[src/rtl/pc_branch_if.sv]
// Fetch-side bundle for the program-counter/branch unit: control, table
// programming and PC/status outputs.
interface pc_branch_if #(
    parameter int D  = 12,
    parameter int N  = 16,
    localparam int IW = $clog2(N)
);
    logic          start;
    logic [D-1:0]  start_addr;
    logic          stall;
    logic          branch;
    logic          halt_req;
    logic          tbl_we;
    logic          tbl_clr;
    logic [IW-1:0] tbl_idx;
    logic [D-1:0]  tbl_pc;
    logic [D-1:0]  tbl_off;
    logic          tbl_abs;
    logic [D-1:0]  pc;
    logic          running;
    logic          halted;
    logic          hit;
    logic          miss_err;

    modport master (
        output start, start_addr, stall, branch, halt_req,
               tbl_we, tbl_clr, tbl_idx, tbl_pc, tbl_off, tbl_abs,
        input  pc, running, halted, hit, miss_err
    );

    modport slave (
        input  start, start_addr, stall, branch, halt_req,
               tbl_we, tbl_clr, tbl_idx, tbl_pc, tbl_off, tbl_abs,
        output pc, running, halted, hit, miss_err
    );
endinterface

[src/rtl/pc_branch_unit.sv]
// Program counter with run/halt control and an associative branch-target
// table searched on taken branches (lowest matching valid index wins).
module pc_branch_unit #(
    parameter int D  = 12,
    parameter int N  = 16,
    localparam int IW = $clog2(N)
) (
    input  logic        clk,
    input  logic        reset,
    pc_branch_if.slave  bus
);
    typedef enum logic [1:0] {S_IDLE, S_RUN, S_HALT} state_t;

    state_t        state_q, state_nxt;
    logic [D-1:0]  pc_q, pc_nxt;
    logic          hit_q, hit_nxt;
    logic          miss_q, miss_set;
    logic [N-1:0]  valid_q;

    logic [D-1:0]  tag_mem [N];
    logic [D-1:0]  off_mem [N];
    logic          abs_mem [N];

    logic          match_found;
    logic [IW-1:0] match_idx;
    logic [D-1:0]  target;

    // Parallel tag compare; scanning downwards leaves the lowest match last.
    always_comb begin
        match_found = 1'b0;
        match_idx   = '0;
        for (int i = N - 1; i >= 0; i--) begin
            if (valid_q[i] && tag_mem[i] == pc_q) begin
                match_found = 1'b1;
                match_idx   = IW'(i);
            end
        end
    end

    assign target = abs_mem[match_idx] ? off_mem[match_idx]
                                       : pc_q + off_mem[match_idx];

    // NOTE: every output of this block gets a default first so no path can infer a latch.
    always_comb begin
        state_nxt = state_q;
        pc_nxt    = pc_q;
        hit_nxt   = 1'b0;
        miss_set  = 1'b0;
        unique case (state_q)
            S_IDLE, S_HALT: begin
                if (bus.start) begin
                    pc_nxt    = bus.start_addr;
                    state_nxt = S_RUN;
                end
            end
            S_RUN: begin
                if (bus.halt_req) begin
                    state_nxt = S_HALT;
                end else if (bus.stall) begin
                    pc_nxt = pc_q;
                end else if (bus.branch) begin
                    if (match_found) begin
                        pc_nxt  = target;
                        hit_nxt = 1'b1;
                    end else begin
                        pc_nxt   = pc_q + 1'b1;
                        miss_set = 1'b1;
                    end
                end else begin
                    pc_nxt = pc_q + 1'b1;
                end
            end
            default: state_nxt = S_IDLE;
        endcase
    end

    // NOTE: sequential state uses non-blocking assignments so all registers update together.
    always_ff @(posedge clk) begin
        if (reset) begin
            state_q <= S_IDLE;
            pc_q    <= '0;
            hit_q   <= 1'b0;
            miss_q  <= 1'b0;
            valid_q <= '0;
        end else begin
            state_q <= state_nxt;
            pc_q    <= pc_nxt;
            hit_q   <= hit_nxt;
            if (bus.tbl_clr)
                miss_q <= 1'b0;
            else if (miss_set)
                miss_q <= 1'b1;
            // Later bit write overrides the clear, so a same-cycle write ends valid.
            if (bus.tbl_clr)
                valid_q <= '0;
            if (bus.tbl_we)
                valid_q[bus.tbl_idx] <= 1'b1;
        end
    end

    // NOTE: tag/offset storage has no reset; the valid bits alone gate every lookup.
    always_ff @(posedge clk) begin
        if (bus.tbl_we) begin
            tag_mem[bus.tbl_idx] <= bus.tbl_pc;
            off_mem[bus.tbl_idx] <= bus.tbl_off;
            abs_mem[bus.tbl_idx] <= bus.tbl_abs;
        end
    end

    assign bus.pc       = pc_q;
    assign bus.running  = (state_q == S_RUN);
    assign bus.halted   = (state_q == S_HALT);
    assign bus.hit      = hit_q;
    assign bus.miss_err = miss_q;
endmodule

[src/flat_wrapper.sv]
// flat-port wrapper written by rule: the top's interface ports become plain ports
module pc_branch_unit_flat 
#(
    parameter int D  = 12,
    parameter int N  = 16,
    localparam int IW = $clog2(N)
)
  (clk, reset, bus_start, bus_start_addr, bus_stall, bus_branch, bus_halt_req, bus_tbl_we, bus_tbl_clr, bus_tbl_idx, bus_tbl_pc, bus_tbl_off, bus_tbl_abs, bus_pc, bus_running, bus_halted, bus_hit, bus_miss_err);
  pc_branch_if #(.D(D), .N(N)) bus_i ();
  input  logic clk;
  input  logic reset;
  input wire logic [$bits(bus_i.start)-1:0] bus_start;
  input wire logic [$bits(bus_i.start_addr)-1:0] bus_start_addr;
  input wire logic [$bits(bus_i.stall)-1:0] bus_stall;
  input wire logic [$bits(bus_i.branch)-1:0] bus_branch;
  input wire logic [$bits(bus_i.halt_req)-1:0] bus_halt_req;
  input wire logic [$bits(bus_i.tbl_we)-1:0] bus_tbl_we;
  input wire logic [$bits(bus_i.tbl_clr)-1:0] bus_tbl_clr;
  input wire logic [$bits(bus_i.tbl_idx)-1:0] bus_tbl_idx;
  input wire logic [$bits(bus_i.tbl_pc)-1:0] bus_tbl_pc;
  input wire logic [$bits(bus_i.tbl_off)-1:0] bus_tbl_off;
  input wire logic [$bits(bus_i.tbl_abs)-1:0] bus_tbl_abs;
  output wire logic [$bits(bus_i.pc)-1:0] bus_pc;
  output wire logic [$bits(bus_i.running)-1:0] bus_running;
  output wire logic [$bits(bus_i.halted)-1:0] bus_halted;
  output wire logic [$bits(bus_i.hit)-1:0] bus_hit;
  output wire logic [$bits(bus_i.miss_err)-1:0] bus_miss_err;
  assign bus_i.start = bus_start;
  assign bus_i.start_addr = bus_start_addr;
  assign bus_i.stall = bus_stall;
  assign bus_i.branch = bus_branch;
  assign bus_i.halt_req = bus_halt_req;
  assign bus_i.tbl_we = bus_tbl_we;
  assign bus_i.tbl_clr = bus_tbl_clr;
  assign bus_i.tbl_idx = bus_tbl_idx;
  assign bus_i.tbl_pc = bus_tbl_pc;
  assign bus_i.tbl_off = bus_tbl_off;
  assign bus_i.tbl_abs = bus_tbl_abs;
  assign bus_pc = bus_i.pc;
  assign bus_running = bus_i.running;
  assign bus_halted = bus_i.halted;
  assign bus_hit = bus_i.hit;
  assign bus_miss_err = bus_i.miss_err;
  pc_branch_unit #(.D(D), .N(N)) u_core (.clk(clk), .reset(reset), .bus(bus_i));
endmodule
[config.mk]
export PLATFORM = sky130hd
export DESIGN_NAME = pc_branch_unit_flat
export DESIGN_NICKNAME = d
export VERILOG_FILES = /design/src/rtl/pc_branch_if.sv /design/src/rtl/pc_branch_unit.sv /design/src/flat_wrapper.sv
export SDC_FILE = /design/constraint.sdc
export NUM_CORES = 1
export LEC_CHECK = 0
export CORE_ASPECT_RATIO = 1.75
export CORE_MARGIN = 8
export CORE_UTILIZATION = 60
export DETAILED_ROUTE_END_ITERATION = 8
export PLACE_DENSITY = 0.81
export REMOVE_ABC_BUFFERS = 1
export SETUP_SLACK_MARGIN = 0.05
export SLEW_MARGIN = 0
export SYNTH_ARGS = -nofsm -noshare
export SYNTH_HDL_FRONTEND = slang
export SYNTH_SLANG_ARGS = --single-unit
[constraint.sdc]
create_clock -name clk -period 7 [get_ports clk]
set_input_delay 1.4 -clock clk [delete_from_list [all_inputs] [get_ports clk]]
set_output_delay 1.4 -clock clk [all_outputs]
set_load 0.05 [all_outputs]
After elaboration in Yosys (flattened, before gate mapping)
Memory sizes are Yosys's and may differ from the RTL's.
Index checks and enable logic that the tools add are counted.
{ "totals": {"mem_count": 3, "reg_bits": 32, "output_inout_bits": 16, "elab_cells": 116, "ramBits": 400} }
{ "memory_table": {"columns": ["name", "words", "width", "read_ports", "rd_ports_with_merged_regs", "wr", "line", "text"], "rows": [
  ["u_core.off_mem", 16, 12, 1, 0, 1, "pc_branch_unit.sv:21", "logic [D-1:0] off_mem [N];"],
  ["u_core.tag_mem", 16, 12, 16, 0, 1, "pc_branch_unit.sv:20", "logic [D-1:0] tag_mem [N];"],
  ["u_core.abs_mem", 16, 1, 1, 0, 1, "pc_branch_unit.sv:22", "logic abs_mem [N];"]
]} }
{ "op_classes": {"muxes": 55, "order_cmp": 2, "eq_ne": 22, "addsub": 2, "bitwise": 3, "n_reduce_logical": 24} }
{ "ops": {"columns": ["operator", "n"], "rows": [
  ["equality test 12 bit", 16],
  ["two-way mux 12 bit", 6],
  ["two-way mux 4 bit", 16],
  ["two-way mux 16 bit", 3],
  ["two-way mux 1 bit", 25],
  ["one-hot mux 12 bit (2 select lines)", 1],
  ["logical AND 1 bit", 17],
  ["bitwise OR 16 bit", 1],
  ["adder 12 x 1 -> 12 bit (second input constant)", 1],
  ["adder 12 bit", 1],
  ["inequality test 2 bit (second input constant)", 4],
  ["< comparator 4 x 5 -> 1 bit (second input constant)", 1],
  ["OR reduction 5 bit", 1],
  ["demux 1 bit (select 4 bit)", 1],
  [">= comparator 4 x 1 -> 1 bit (second input constant)", 1],
  ["two-way mux 2 bit", 2],
  ["one-hot mux 2 bit (2 select lines)", 1],
  ["AND reduction 4 bit", 1],
  ["OR reduction 2 bit", 2],
  ["equality test 2 x 1 -> 1 bit (second input constant)", 1],
  ["equality test 2 bit (second input constant)", 1],
  ["logical NOT 2 bit", 1],
  ["NOT 1 bit", 2],
  ["AND reduction 2 bit", 1],
  ["nonzero test 2 bit", 1]
]} }

Logic depth before layout (Yosys ltp)
An unclocked memory read counts as a cell.
{ "logic_depth": {"word_depth": 26, "depth_mapped": 29} }

Least setup slack after synthesis
No wires, ideal clock.
{ "synth_path": {"path_kind": "reg2reg", "start": "register u_core.pc_q[0] (netlist: u_core.bus.pc[0])", "end": "register u_core.pc_q[11] (netlist: u_core.bus.pc[11])", "path_stages_with_launch": 28, "path_buffers": 4, "arrival_ps": 5800, "slack_ps": 1105, "setup_time_ps": 96, "required_ps": 6904, "path_cell_list": "dfxtp_1 buf_4 buf_6 xnor2_1 nand3_1 or4_1 a211oi_1 o311ai_1 a32o_1 buf_4 buf_6 and3_1 a311o_1 a211oi_2 nor2_1 ha_1 a21o_1 a21oi_1 o21bai_1 a21oi_1 o21bai_1 a21oi_1 o21ai_0 o41ai_1 xnor2_1 nand2_1 xor2_1 o41ai_2"} }
{ "synth_between": {"elab_chain_len": 26, "word_cells_on_any_way": 74, "cone_classes": "add/sub (2); eq/ne (16); mux (38); reduce/logical (16); memory (2)"} }
{ "synth_rtl": {"columns": ["item", "line", "text"], "rows": [
  ["start, declared", "pc_branch_unit.sv:15", "logic [D-1:0] pc_q, pc_nxt;"],
  ["start signal, assigned", "pc_branch_unit.sv:87", "pc_q <= pc_nxt;"],
  ["equality test 12 bit", "pc_branch_unit.sv:33", "if (valid_q[i] && tag_mem[i] == pc_q) begin"],
  ["logical AND 1 bit", "pc_branch_unit.sv:33", null],
  ["two-way mux 4 bit (16 in series)", "pc_branch_unit.sv:33", null],
  ["memory (16 x 12 bit)", null, null],
  ["adder 12 bit", "pc_branch_unit.sv:41", ": pc_q + off_mem[match_idx];"],
  ["two-way mux 12 bit", "pc_branch_unit.sv:40", "assign target = abs_mem[match_idx] ? off_mem[match_idx]"],
  ["two-way mux 12 bit", "pc_branch_unit.sv:62", "if (match_found) begin"],
  ["two-way mux 12 bit *", "pc_branch_unit.sv:61", "end else if (bus.branch) begin"],
  ["two-way mux 12 bit *", "pc_branch_unit.sv:59", "end else if (bus.stall) begin"],
  ["two-way mux 12 bit *", "pc_branch_unit.sv:57", "if (bus.halt_req) begin"],
  ["one-hot mux 12 bit (2 select lines) *", "pc_branch_unit.sv:49", "unique case (state_q)"]
]} }
Mark *: on every way between the ends. The rest lies on a longest branch, timed or not. The select of a mux whose other input is x is not followed.
A chain may end at the register's enable or synchronous reset.

Worst setup path in the final report
{ "layout_path": {"start": "register u_core.pc_q[1] (netlist: u_core.bus.pc[1])", "end": "register u_core.pc_q[10] (netlist: u_core.bus.pc[10])"} }
The elaborated chain is that of the path after synthesis.

==> metrics.txt <==
status completed; Final ANT Viol Nets 0; vias in the first global route around 12000; hold_buf cts 0; xor and xnor area share after synthesis under 10%; initial detailed-routing violation count ~1100; Port-buffer cells 64; Clock Latency Late Sink 0.54 ns; Top Ports 65; CTS buffer count 36; Power per Cell Area about 250 nW/µm²; first-pass GRT wire length 74.5 mm; most repeated library cell on the critical path a21oi_1; Final Max Slew Viols 0; worst-path cell chain buf_4 -> xnor2_1 -> nand4_1 -> nor4_2 -> nor4_2 -> a2111o_1 -> nand2_2 -> mux2i_1 -> mux2i_1 -> mux2i_1 -> ha_1 -> fa_1 -> a21o_1 -> a21oi_1 -> o21bai_1 -> a21oi_1 -> o21bai_1 -> a21oi_1 -> o21bai_1 -> a21oi_1 -> xnor2_1 -> nand2_1 -> a21o_1 -> a311oi_1; crit-path leading delay family compound AO/OA/AOI/OAI gates; Hold WC Path Type register to register; Compound-Gate Fraction of Synth Area between 6 and 7%; total number of vias about 12000; Hold Fails Final Rpt 0; Total GRT Usage roughly 27%; starting density of the core roughly three fifths; Seq/Total Area, Yosys 66.2%; # clock sinks 432; antenna diode count 0; dominant synthesized flop cell edfxtp_1; post-layout instance area approximately 21000 µm²; kind of end point of the critical path register; mux contribution to synthesized area under 10%; Period minus WS final approximately 6.5 ns; Root Buffer clkbuf_16; Avg Cell Area, Syn ~14 µm²; Die H around 250 µm; Vias/cell approximately 6.5; core area ~31000 µm²; # Post-CTS Setup Buffers 0; CTS max path bufs 3; Max Cap Viol 0; final worst-path cycle share between 90 and 100%; WS Path Type register to register; initial antenna violation count 0; Max Fclk 155 MHz; Post-Synth Adder-Cell Area less than 1%; Worst setup SP type register; layout cells sized above 1 10.1%; Max VDD drop 253 µV; CP max stage delay about 0.72 ns; #FFs+latches synth 432; DP Wirelength around 33 mm; largest net degree at the start of global routing 39; WL final 50.8 mm; final net count 1478; CP max-delay cell dfxtp_1; DR DRC count 0; die width between 150 and 200 µm; final RePlAce weighted congestion a little over 0.9; largest family of logic cells by synthesized area XOR/XNOR gates; wire per inst roughly 28 µm; CTS tree yes; Final Total Pwr 5.27 mW; RSZ-0062 raised after global routing false; total gr overflow 0; router iterations before antenna repair 6; Tightest Pin Transition about 1.1 ns; DP Area about 20000 µm²; Clock Skew around 0.011 ns; total die area between 30000 and 40000 µm²; Yosys cell types 74; Slew Limit Headroom between 20% and 30%; Worst Path Max Fanout 20; Clock H-tree levels 2; most frequent cells in the layout edfxtp_1, xnor2_1, mux2i_1; CP Data Arrival Time around 6.9 ns; Setup Viol. Count Final 0; fraction of registers with async set/reset 0%; worst endpoint required time between 7 and 8 ns; Mapped Area ~19000 µm²; Syn-to-layout area delta 11.8%; critical path buffer and inverter count 1; number of enable flip-flop cells after synthesis 400; Rows 86; CTS clk-pin slew, worst paths 0.07 ns; yosys warns 0; Post-Synth Simple-Gate Area about 8.8%; P_leak around 6.9 nW; Post-CTS Resized 0; Synth Instances approximately 1300; most common library cell in the layout ignoring fill and taps edfxtp_1
[report_power, final]
group / internal, mW / total [mW] / switching [mW]
registers: 2.88 / 2.90 / 0.0253
logic: 0.174 / 0.457 / 0.283
clock network: 1.02 / 1.91 / 0.888
[cell families (layout without fill, tap and decap cells)]
family	count (synthesis)	in the layout
AND/OR/NAND/NOR	323	323
buffers and inverters	83	193
AO/OA/AOI/OAI	182	182
flip-flops	432	432
adder cells (fa/ha/maj)	14	14
XOR/XNOR	211	211
multiplexers	86	86
[registers in the layout (all words and copies together), names as in the netlist]
name                 cells
u_core.tag_mem         192
u_core.valid_q          16
u_core.off_mem         192
u_core.bus.pc           12
u_core.bus.miss_err      1
u_core.bus.hit           1
u_core.abs_mem          16
u_core.state_q           2
[routing by layer]
layer / GRT usage, % / vias to the layer above / routed length, µm / part of all wire [%]
li1: - / 5168 / - / -
met1: 28.0 / 5926 / 16800 / 33
met2: 47.6 / 587 / 26600 / 52
met3: 3.77 / 186 / 3230 / 6.4
met4: 21.4 / 0 / 4160 / 8.2
met5: 0 / - / 0 / 0
[Yosys cell counts (all sizes together), types with 21 or more instances]
| library cell | n | area [µm²] |
|---|---|---|
| edfxtp | 400 | 12000 |
| nor2 | 63 | 236 |
| mux2i | 71 | 711 |
| o21ai | 30 | 150 |
| nor4 | 21 | 163 |
| nand4 | 34 | 213 |
| a21oi | 56 | 292 |
| nand3 | 62 | 310 |
| dfxtp | 32 | 641 |
| nand2 | 70 | 265 |
| xnor2 | 206 | 1810 |
| buf | 49 | 405 |
[worst paths after layout]
kind / start / endpoint / slack (ns) / depth (start not counted)
max: u_core.bus.pc[1] / u_core.bus.pc[10] / 0.55 / 24
min: u_core.valid_q[12] / u_core.valid_q[12] / 0.48 / 2
max reg2reg: u_core.bus.pc[1] / u_core.bus.pc[10] / 0.55 / 24
min reg2reg: u_core.valid_q[12] / u_core.valid_q[12] / 0.48 / 2
[through the flow]
stage | TNS [ns] | utilization [%] | std cells | setup slack [ns] | hold slack (ns)
after global routing | 0 | 68.0 | 1837 | 0.160 | 0.501
final | 0 | 68.0 | 1837 | 0.549 | 0.480
after detailed placement | 0 | 64.5 | 1773 | 0.696 | 0.465
after CTS | 0 | 68.0 | 1837 | 0.649 | 0.478
after global placement | 0 | 64.5 | 1773 | 0.905 | 0.454
after floorplan | -1.64 | - | 1263 | -0.634 | 0.440
[worst min-delay path, cell delays in order (launching register included)]
cell     delay (ns)
dfxtp_1        0.31
nand2_1        0.07
a21oi_1        0.06
[layout make-up]
| type | instances | area [µm²] |
|---|---|---|
| Inverter | 15 | 56.3 |
| Clock buffer | 45 | 966 |
| Sequential cell | 432 | 12700 |
| Fill cell | 2143 | 10000 |
| Clock inverter | 19 | 131 |
| Timing Repair Buffer | 114 | 1080 |
| Tap cell | 396 | 495 |
| Multi-Input combinational cell | 816 | 5990 |
Note: power is estimated with default switching activity, not from simulation.
==> RTL change, RTL diff (same settings) <==
Reset style: asynchronous (`reset`), changed in one clocked block.
--- a/src/rtl/pc_branch_unit.sv
+++ b/src/rtl/pc_branch_unit.sv
@@ -75,7 +75,7 @@
     end
 
     // NOTE: sequential state uses non-blocking assignments so all registers update together.
-    always_ff @(posedge clk) begin
+    always_ff @(posedge clk or posedge reset) begin
         if (reset) begin
             state_q <= S_IDLE;
             pc_q    <= '0;
Formal check against the unedited RTL: not equivalent (a bounded check fails within 4 cycles, from zero or initial values and one cycle with reset high; the reset may be asserted at any time).
==> RTL change against the unedited design <==
- worst setup slack got worse by 0.17 ns
- synthesized area shrank 1.3%
- count of clock-buffer cells in the layout grew 6
- wire length decreased by 3.4%
- design area barely moved
- sequential cell count is the same
- critical path type unchanged
Power is not compared: it rests on default switching activity, and its combinational part moved more than twofold at a synthesized area within 25%.
==> RTL change: results (changes against the unedited design) <==
metric;value;unit;change
outcome;finished clean;;unchanged
Synth async-reset ratio;0.0741;;was 0
GRT Max-Usage Layer;met2;;unchanged
Slowest-stage cell, CP;dfrtp_1;;was dfxtp_1
largest net degree at the start of global routing;33;;was 39
crit path max fanout;16;;was 20
Final Wtd Congestion;0.935;;was 0.913
post-synth cell types;69;;was 74
commonest cells in the netlist;edfxtp_1 (400), xnor2_1 (198), mux2i_1 (92);;was edfxtp_1 (400), xnor2_1 (205), mux2i_1 (71)
Synth area leaders;edfxtp_1 (64%), xnor2_1 (9.2%), mux2i_1 (4.9%), dfrtp_1 (4.2%), buf_6 (1.9%);;was edfxtp_1 (63%), xnor2_1 (9.4%), mux2i_1 (3.7%), dfxtp_1 (3.4%), nand3_1 (1.6%)
clkbuf count;51;;was 45
DRT Pass-1 Iters;5;;was 6
sequential share of cell area;0.600;;was 0.592
share of layout cells above drive strength 1;0.114;;was 0.101
met3 usage;0.0385;;was 0.0377
Non-CTS buffers;126;;was 114
CTS resizes;0;;unchanged
first-pass GRT wire length;71500;um;was 74,500 um
top flop regs;u_core.off_mem x192, u_core.tag_mem x192;;unchanged
wire length on met2;25900;um;was 26,600 um
max layer used;met4;;unchanged
initial antenna violation count;0;;unchanged
Post-Synth Adder-Cell Area;0.00969;;was 0.00956
routed wire length per instance;27.6;um;about the same
multi-input combinational area share;0.262;;was 0.280
Detailed Route Iter0 Violations;1058;;was 1,114
Metal-1 WL;16000;um;was 16,800 um
Post-Synth XOR/XNOR Area;0.0965;;was 0.0971
sequential area share after synthesis;0.679;;was 0.662
clk buf depth;3;;unchanged
Worst Skew;0.0184;ns;was 0.0109 ns
GR Util met1;0.272;;was 0.280
post-synthesis compound-gate area fraction;0.0594;;was 0.0689
CP top delay family;compound AO/OA/AOI/OAI gates;;unchanged
clock buffers created by TritonCTS;37;;was 36
# nets final;1417;;was 1,478
number of fillers in the final layout;2124;;was 2,143
global-route total usage across every layer;0.264;;was 0.270
Via density;6.33;;was 6.46
met2 Usage GRT;0.468;;was 0.476
CP Data Arrival Time;7.09;ns;was 6.91 ns
Non-clk invs;11;;was 15
post-synthesis mux area share;0.0530;;was 0.0464
comb_multi_in;746;;was 816
vias in the first global route;11542;;was 12,088
HPWL Detailed;32900;um;was 32,600 um
Worst Tran Pin Value;1.10;ns;was 1.14 ns
DR WL met3;2930;um;was 3230 um
Final non-clock buffer share;0.0565;;was 0.0505
Clock-cell share;0.0558;;was 0.0513
crit-path max cell delay;1.04;ns;was 0.72 ns
RTL change: path summary, 6_finish.rpt:
kind | from | to | slack (ns) | cells past startpoint
max in group asynchronous | reset | u_core.bus.pc[11] | 5.35 | 3
hold / removal | u_core.valid_q[12] | u_core.valid_q[12] | 0.48 | 1
setup / recovery | u_core.bus.pc[10] | u_core.bus.pc[10] | 0.38 | 23
hold reg to reg | u_core.valid_q[12] | u_core.valid_q[12] | 0.48 | 1
min in group asynchronous | reset | u_core.valid_q[5] | 1.27 | 3
setup reg to reg | u_core.bus.pc[10] | u_core.bus.pc[10] | 0.38 | 23
RTL change: metrics by stage:
step	cells	worst slack (ns)	hold WS, ns	area, um^2
6_report	1779	0.375	0.479	21400
5_1_grt	1779	0.0606	0.493	21400
4_1_cts	1779	0.387	0.483	21300
3_5_place_dp	1711	0.458	0.469	20200
3_3_place_gp	1711	0.571	0.462	20200
2_1_floorplan	1189	-1.77	0.450	18400
